**config.mk**
```make
export PLATFORM = sky130hd
export DESIGN_NAME = fetch_unit
export DESIGN_NICKNAME = d
export VERILOG_FILES = /design/src/rtl/fetch_pkg.sv /design/src/rtl/fetch_fifo.sv /design/src/rtl/fetch_unit.sv
export SDC_FILE = /design/constraint.sdc
export NUM_CORES = 1
export LEC_CHECK = 0
export BUFFER_PORTS_ARGS = -buffer_cell sky130_fd_sc_hd__buf_4
export CORE_ASPECT_RATIO = 0.9
export CORE_MARGIN = 1
export CORE_UTILIZATION = 56
export CTS_CLUSTER_SIZE = 14
export DETAILED_ROUTE_END_ITERATION = 8
export PLACE_DENSITY = 0.79
export SLEW_MARGIN = 40
export SYNTH_ARGS = -nofsm -noshare
export SYNTH_HDL_FRONTEND = slang
export SYNTH_SLANG_ARGS = --single-unit
```
**constraint.sdc**
```tcl
create_clock -name clk -period 19.6 [get_ports clk]
set_input_delay 2.94 -clock clk [delete_from_list [all_inputs] [get_ports clk]]
set_output_delay 2.94 -clock clk [all_outputs]
set_load 0.02 [all_outputs]
```
**src/rtl/fetch_pkg.sv**
```systemverilog
// Shared types and constants for the instruction fetch stage.
package fetch_pkg;

  localparam int unsigned XLEN = 32;
  localparam logic [XLEN-1:0] RESET_PC_DEFAULT = 32'h0000_3000;

  // IDLE may issue a request; WAIT keeps the in-flight response; DROP discards it.
  typedef enum logic [1:0] {
    IDLE = 2'd0,
    WAIT = 2'd1,
    DROP = 2'd2
  } fetch_state_t;

  typedef struct packed {
    logic [XLEN-1:0] pc;
    logic [XLEN-1:0] instr;
  } fetch_entry_t;

  function automatic logic [XLEN-1:0] word_align(input logic [XLEN-1:0] a);
    return {a[XLEN-1:2], 2'b00};
  endfunction

endpackage

```
**src/rtl/fetch_fifo.sv**
```systemverilog
// Small synchronous FIFO of {pc, instr} entries; flush empties it in one cycle.
// Head reads as zero when the FIFO is empty.
module fetch_fifo
  import fetch_pkg::*;
#(
  parameter int unsigned DEPTH = 2
) (
  input  logic                    clk,
  input  logic                    reset,
  input  logic                    flush,
  input  logic                    push,
  input  fetch_entry_t            push_data,
  input  logic                    pop,
  output logic [$clog2(DEPTH):0]  count,
  output fetch_entry_t            head
);

  localparam int unsigned PTR_W = $clog2(DEPTH);
  localparam int unsigned CNT_W = PTR_W + 1;
  localparam logic [CNT_W-1:0] FULL_CNT = CNT_W'(DEPTH);

  fetch_entry_t     mem_q [DEPTH];
  fetch_entry_t     mem_d [DEPTH];
  logic [PTR_W-1:0] rd_ptr_q, rd_ptr_d;
  logic [PTR_W-1:0] wr_ptr_q, wr_ptr_d;
  logic [CNT_W-1:0] count_q, count_d;
  logic             do_push, do_pop;

  // Next pointer/count/storage; flush overrides any push or pop.
  always_comb begin
    do_push  = push && (count_q != FULL_CNT);
    do_pop   = pop && (count_q != '0);
    mem_d    = mem_q;
    rd_ptr_d = rd_ptr_q;
    wr_ptr_d = wr_ptr_q;
    count_d  = count_q;
    if (flush) begin
      rd_ptr_d = '0;
      wr_ptr_d = '0;
      count_d  = '0;
    end else begin
      if (do_push) begin
        mem_d[wr_ptr_q] = push_data;
        wr_ptr_d        = wr_ptr_q + PTR_W'(1);
      end
      if (do_pop) begin
        rd_ptr_d = rd_ptr_q + PTR_W'(1);
      end
      count_d = count_q + CNT_W'(do_push) - CNT_W'(do_pop);
    end
  end

  // Pointer and occupancy registers.
  always_ff @(posedge clk) begin
    if (reset) begin
      rd_ptr_q <= '0;
      wr_ptr_q <= '0;
      count_q  <= '0;
    end else begin
      rd_ptr_q <= rd_ptr_d;
      wr_ptr_q <= wr_ptr_d;
      count_q  <= count_d;
    end
  end

  // Entry storage; contents are only meaningful below count, so no reset.
  always_ff @(posedge clk) begin
    mem_q <= mem_d;
  end

  // Head and occupancy outputs.
  always_comb begin
    count = count_q;
    head  = (count_q != '0) ? mem_q[rd_ptr_q] : '0;
  end

endmodule

```
**src/rtl/fetch_unit.sv**
```systemverilog
// Instruction fetch stage: owns the fetch PC, keeps one imem request in flight,
// buffers responses with their PCs and hands them to decode. A redirect flushes
// the buffer and drops any in-flight response.
// Optional: define FETCH_PERF_EN to add the fetch_count delivered-instruction counter.
module fetch_unit
  import fetch_pkg::*;
#(
  parameter logic [XLEN-1:0] RESET_PC   = RESET_PC_DEFAULT,
  parameter int unsigned     FIFO_DEPTH = 2
) (
  input  logic             clk,
  input  logic             reset,
  output logic             imem_req_valid,
  output logic [XLEN-1:0]  imem_req_addr,
  input  logic             imem_req_ready,
  input  logic             imem_resp_valid,
  input  logic [XLEN-1:0]  imem_resp_data,
  input  logic             redirect_valid,
  input  logic [XLEN-1:0]  redirect_pc,
  output logic             out_valid,
  output logic [XLEN-1:0]  out_instr,
  output logic [XLEN-1:0]  out_pc,
  input  logic             out_ready
`ifdef FETCH_PERF_EN
  ,
  output logic [XLEN-1:0]  fetch_count
`endif
);

  localparam int unsigned CNT_W = $clog2(FIFO_DEPTH) + 1;
  localparam logic [CNT_W-1:0] FULL_CNT = CNT_W'(FIFO_DEPTH);

  fetch_state_t    state_q, state_d;
  logic [XLEN-1:0] fetch_pc_q, fetch_pc_d;
  logic [XLEN-1:0] req_pc_q, req_pc_d;

  logic            req_fire;
  logic            fifo_push, fifo_pop;
  fetch_entry_t    fifo_entry, fifo_head;
  logic [CNT_W-1:0] fifo_count;

  fetch_fifo #(
    .DEPTH(FIFO_DEPTH)
  ) u_fifo (
    .clk      (clk),
    .reset    (reset),
    .flush    (redirect_valid),
    .push     (fifo_push),
    .push_data(fifo_entry),
    .pop      (fifo_pop),
    .count    (fifo_count),
    .head     (fifo_head)
  );

  // Request/handshake outputs, FSM next state and PC updates; redirect wins over all.
  always_comb begin
    imem_req_valid = (state_q == IDLE) && (fifo_count < FULL_CNT) && !redirect_valid && !reset;
    imem_req_addr  = fetch_pc_q;
    req_fire       = imem_req_valid && imem_req_ready;
    out_valid      = (fifo_count != '0);
    out_pc         = fifo_head.pc;
    out_instr      = fifo_head.instr;
    fifo_pop       = out_valid && out_ready && !redirect_valid;
    fifo_push      = 1'b0;
    fifo_entry     = '{pc: req_pc_q, instr: imem_resp_data};
    state_d        = state_q;
    fetch_pc_d     = fetch_pc_q;
    req_pc_d       = req_pc_q;
    if (redirect_valid) begin
      fetch_pc_d = word_align(redirect_pc);
      // A response coinciding with the redirect retires the old request immediately.
      if (state_q != IDLE && !imem_resp_valid) begin
        state_d = DROP;
      end else begin
        state_d = IDLE;
      end
    end else begin
      unique case (state_q)
        IDLE: begin
          if (req_fire) begin
            req_pc_d   = fetch_pc_q;
            fetch_pc_d = fetch_pc_q + 32'd4;
            state_d    = WAIT;
          end
        end
        WAIT: begin
          if (imem_resp_valid) begin
            fifo_push = 1'b1;
            state_d   = IDLE;
          end
        end
        DROP: begin
          if (imem_resp_valid) begin
            state_d = IDLE;
          end
        end
        default: state_d = IDLE;
      endcase
    end
  end

  // FSM state and PC registers.
  always_ff @(posedge clk) begin
    if (reset) begin
      state_q    <= IDLE;
      fetch_pc_q <= RESET_PC;
      req_pc_q   <= '0;
    end else begin
      state_q    <= state_d;
      fetch_pc_q <= fetch_pc_d;
      req_pc_q   <= req_pc_d;
    end
  end

`ifdef FETCH_PERF_EN
  logic [XLEN-1:0] fetch_count_q, fetch_count_d;

  // Delivered-instruction counter; advances on every pop, wraps naturally.
  always_comb begin
    fetch_count_d = fetch_count_q + XLEN'(fifo_pop);
    fetch_count   = fetch_count_q;
  end

  // Counter register, cleared only by reset.
  always_ff @(posedge clk) begin
    if (reset) begin
      fetch_count_q <= '0;
    end else begin
      fetch_count_q <= fetch_count_d;
    end
  end
`endif

endmodule
```
==> summary by stage <==
Synthesis
The number of synthesized register bits is 190. The average cell area after synthesis is 11.6 µm². During synthesis, Yosys emitted a total of 0 warnings.

The fraction of the yosys area taken by sequential cells is 64.8%. The number of unique standard cell types used by synthesis is 38. The mapped cell area is 0.00779 mm². Synthesis produced a netlist whose cell count is 669.

Timing
Summed over all failing endpoints, the final setup total negative slack is 0 ns. The final cycle utilization of the critical path is 36.7%. The worst hold slack after final layout is 0.455 ns. The final max-slew violation count is 0.

Headroom to the max-slew limit came out at 50.3%. The number of hold-slack violations in the final timing report is 0. For the final database, setup skew stands at 0.00638 ns. The worst path in the final design needs a cycle of 7.19 ns, including I/O delays and setup.

The worst-margin pin slew is 0.745 ns. Based on the critical path, the design can be clocked at up to 0.139 GHz. Setup repair after global routing left no endpoint under its margin.

Setup violations remaining at the end of the flow were counted as 0.

Placement
During placement, the flow inserted port buffers numbering 161. The area of placed instances is 0.00917 mm². The estimated wirelength of the detail-placed design is 11300 µm. The congestion estimate from routability-driven global placement came to 0.807.

Final layout
The area added between synthesis and finish is 25.6%. The count of antenna diodes in the layout is 0. The final instance area is 0.00978 mm². The final net count is 897. Of the cells placed in the final design, the portion with a size suffix greater than 1 is 24.9%.

CTS
The number of gates resized after CTS was 0. After clock tree synthesis, the clock-pin slew on the worst setup and hold paths is 0.07 ns. The clock net sink count is 190. TritonCTS created 17 clock buffers. In this run, post-CTS hold repair placed 0 buffers.

The maximum root-to-sink buffer count is 2. The clock root buffer is sky130_fd_sc_hd__clkbuf_16. For the worst-skew pair, the clock arrives at the later sink with an insertion delay of 0.42 ns.

The total setup buffers inserted after CTS is 0. The H-tree generated during clock tree synthesis spans 4 levels. TritonCTS built the clock tree.

Global route
The largest net degree at the start of global routing is 64. Global routing used 24.3% of the available tracks. The total grt overflow is 0. The initial antenna violation count is 0. The via count of the first global-routing pass is 5355.

The first-pass GRT wire length is 26800 µm.

Pwr
Power spread over the standard cell area amounts to 85.9 mW/mm². The largest vdd supply drop is 0.0000747 V. Summing internal, switching and leakage power gives 0.840 mW. For this design the static power due to leakage is 3.64 nW.

Setup path
Traced cell by cell, the critical path runs through buf_4 -> or2_2 -> nor3b_1 -> buf_4. STA classifies the critical path endpoint as an output port. On the critical path, the stage with the largest delay is an instance of sky130_fd_sc_hd__or2_2. The endpoint required time on the critical path is 16.66 ns. Together, buffers and inverters on the worst path number 2. The peak per-stage delay on the critical path is 0.45 ns. The category of the critical setup timing path is in -> out.

In this design, the largest share of critical-path delay is due to simple AND/OR/NAND/NOR gates. By instance count, the cell type seen most on the critical path is sky130_fd_sc_hd__buf_4. The data arrival time of the critical path is 4.25 ns. The maximum fanout count along the critical path is 63.

The startpoint type of the worst setup path is a primary input.

Floorplan
The initialized floorplan defines 40 standard-cell rows. For this design the top-level I/O count stands at 168. The core region is 0.0135 mm². The height of the die is 114 µm. The overall die area is 0.0144 mm². The die is 126 µm wide. The initial standard-cell utilization of the core is 57.8%.

Detailed routing
The number of DRC markers in iteration 0 is 450. The average wire per cell in the routed design is 16.8 µm. After detailed routing, the number of remaining DRC violations is 0.

The total via count after detailed routing is 5530. For this block, the routed nets add up to 16900 µm of wire. The number of vias per cell is 5.51.

Once detail routing completed, the nets flagged for antenna violations numbered 0. The first TritonRoute pass finished after 5 iterations.

Run
The max-capacitance violation count is 0.

Outcome
The run finished with clean final reports.

Hold path
The path class of the tightest hold or removal check is reg -> reg.
## metrics by stage
step,std cells,util (%),setup WS (ns)
detailed placement,971,68.1,12.40
CTS,1003,72.6,12.39
finish,1003,72.7,12.41
global route,1003,72.7,12.37
floorplan,672,-,11.41
global placement,969,67.8,12.43
## cell families after synthesis
group,count (synthesis),share of synthesized area (%)
buffers and inverters,59,3.05
DFF,190,64.8
and+or+nand+nor,238,13.6
xor gates and xnor gates,29,3.26
muxes,68,8.74
adders and majority gates,5,0.803
AOI/OAI and AO/OA,79,5.72
other,1,0.0482
## power by group
part           switching (mW)  total, mW  internal [mW]  leakage [nW]
sequential            0.00920      0.441          0.432          1.68
clock                   0.144      0.348          0.204         0.299
combinational          0.0286     0.0520         0.0234          1.66
## registers in the layout, summed over array words and instances (netlist names)
signal and count:
imem_req_addr 30, req_pc_q 30, state_q 2, u_fifo.count 2
u_fifo.mem_q 124, u_fifo.rd_ptr_q 1, u_fifo.wr_ptr_q 1
## path summary, 6_finish.rpt
kind / start / to / slack (ns) / depth (start not counted)
setup / recovery: reset / imem_req_valid / 12.41 / 4
hold / removal: req_pc_q[22]$_SDFFE_PP0P_ / u_fifo.mem_q[54]$_DFFE_PP_ / 0.45 / 0
setup reg to reg: u_fifo.count[1]$_SDFF_PP0_ / u_fifo.count[1]$_SDFF_PP0_ / 16.97 / 11
hold reg to reg: req_pc_q[22]$_SDFFE_PP0P_ / u_fifo.mem_q[54]$_DFFE_PP_ / 0.45 / 0
## synth_stat cells
library cell / count / area (µm²)
sky130_fd_sc_hd__o21a_1: 12 / 90.1
sky130_fd_sc_hd__inv_1: 21 / 78.8
sky130_fd_sc_hd__and3_1: 2 / 12.5
sky130_fd_sc_hd__xnor2_1: 15 / 131
sky130_fd_sc_hd__buf_4: 4 / 30.0
sky130_fd_sc_hd__nor2b_1: 3 / 18.8
sky130_fd_sc_hd__xor2_1: 14 / 123
sky130_fd_sc_hd__mux2i_1: 68 / 681
sky130_fd_sc_hd__ha_1: 5 / 62.6
sky130_fd_sc_hd__dfxtp_1: 66 / 1320
sky130_fd_sc_hd__o21ai_0: 4 / 20.0
sky130_fd_sc_hd__buf_2: 1 / 5.00
sky130_fd_sc_hd__o211a_1: 1 / 10.0
sky130_fd_sc_hd__nand4b_1: 2 / 17.5
sky130_fd_sc_hd__and2_1: 5 / 31.3
sky130_fd_sc_hd__or3_1: 2 / 12.5
sky130_fd_sc_hd__nand4_1: 12 / 75.1
sky130_fd_sc_hd__nor2_1: 92 / 345
sky130_fd_sc_hd__buf_1: 7 / 26.3
sky130_fd_sc_hd__a211oi_1: 1 / 7.51
sky130_fd_sc_hd__and3b_1: 1 / 8.76
sky130_fd_sc_hd__nand3_1: 17 / 85.1
sky130_fd_sc_hd__o211ai_1: 1 / 7.51
sky130_fd_sc_hd__or2_2: 1 / 6.26
sky130_fd_sc_hd__nand4_4: 1 / 21.3
sky130_fd_sc_hd__nand2_1: 80 / 300
sky130_fd_sc_hd__nor3b_1: 2 / 15.0
sky130_fd_sc_hd__nand3b_1: 1 / 7.51
sky130_fd_sc_hd__clkbuf_1: 26 / 97.6
sky130_fd_sc_hd__and4_1: 1 / 8.76
sky130_fd_sc_hd__a21oi_1: 53 / 265
sky130_fd_sc_hd__a22oi_1: 1 / 7.51
sky130_fd_sc_hd__o22ai_1: 6 / 37.5
sky130_fd_sc_hd__conb_1: 1 / 3.75
sky130_fd_sc_hd__nor4_1: 9 / 56.3
sky130_fd_sc_hd__nand2b_1: 1 / 6.26
sky130_fd_sc_hd__nor3_1: 6 / 30.0
sky130_fd_sc_hd__edfxtp_1: 124 / 3720
## cell usage in the layout (no fill, tap or decap), types with 17 or more instances in the layout
master | Yosys | final
sky130_fd_sc_hd__buf_4 | 4 | 167
sky130_fd_sc_hd__edfxtp_1 | 124 | 124
sky130_fd_sc_hd__nor2_1 | 92 | 90
sky130_fd_sc_hd__nand2_1 | 80 | 80
sky130_fd_sc_hd__mux2i_1 | 68 | 68
sky130_fd_sc_hd__dfxtp_1 | 66 | 65
sky130_fd_sc_hd__a21oi_1 | 53 | 53
sky130_fd_sc_hd__inv_1 | 21 | 21
sky130_fd_sc_hd__clkbuf_16 | 0 | 19
sky130_fd_sc_hd__nand3_1 | 17 | 17
## layout make-up
class,count,area (µm²)
Clock buffer,21,483
Timing Repair Buffer,169,1290
Fill cell,936,3680
Tap cell,168,210
Multi-Input combinational cell,423,2540
Inverter,21,78.8
Sequential cell,190,5050
Clock inverter,11,125
## per-layer routing
metal / track usage, % / up-vias / wire length (µm)
met4: 8.11 / 0 / 284
li1: - / 2657 / -
met5: 0 / - / 0
met1: 30.5 / 2630 / 7170
met3: 6.57 / 26 / 1130
met2: 41.1 / 217 / 8310
Note: power is estimated with default switching activity, not from simulation.
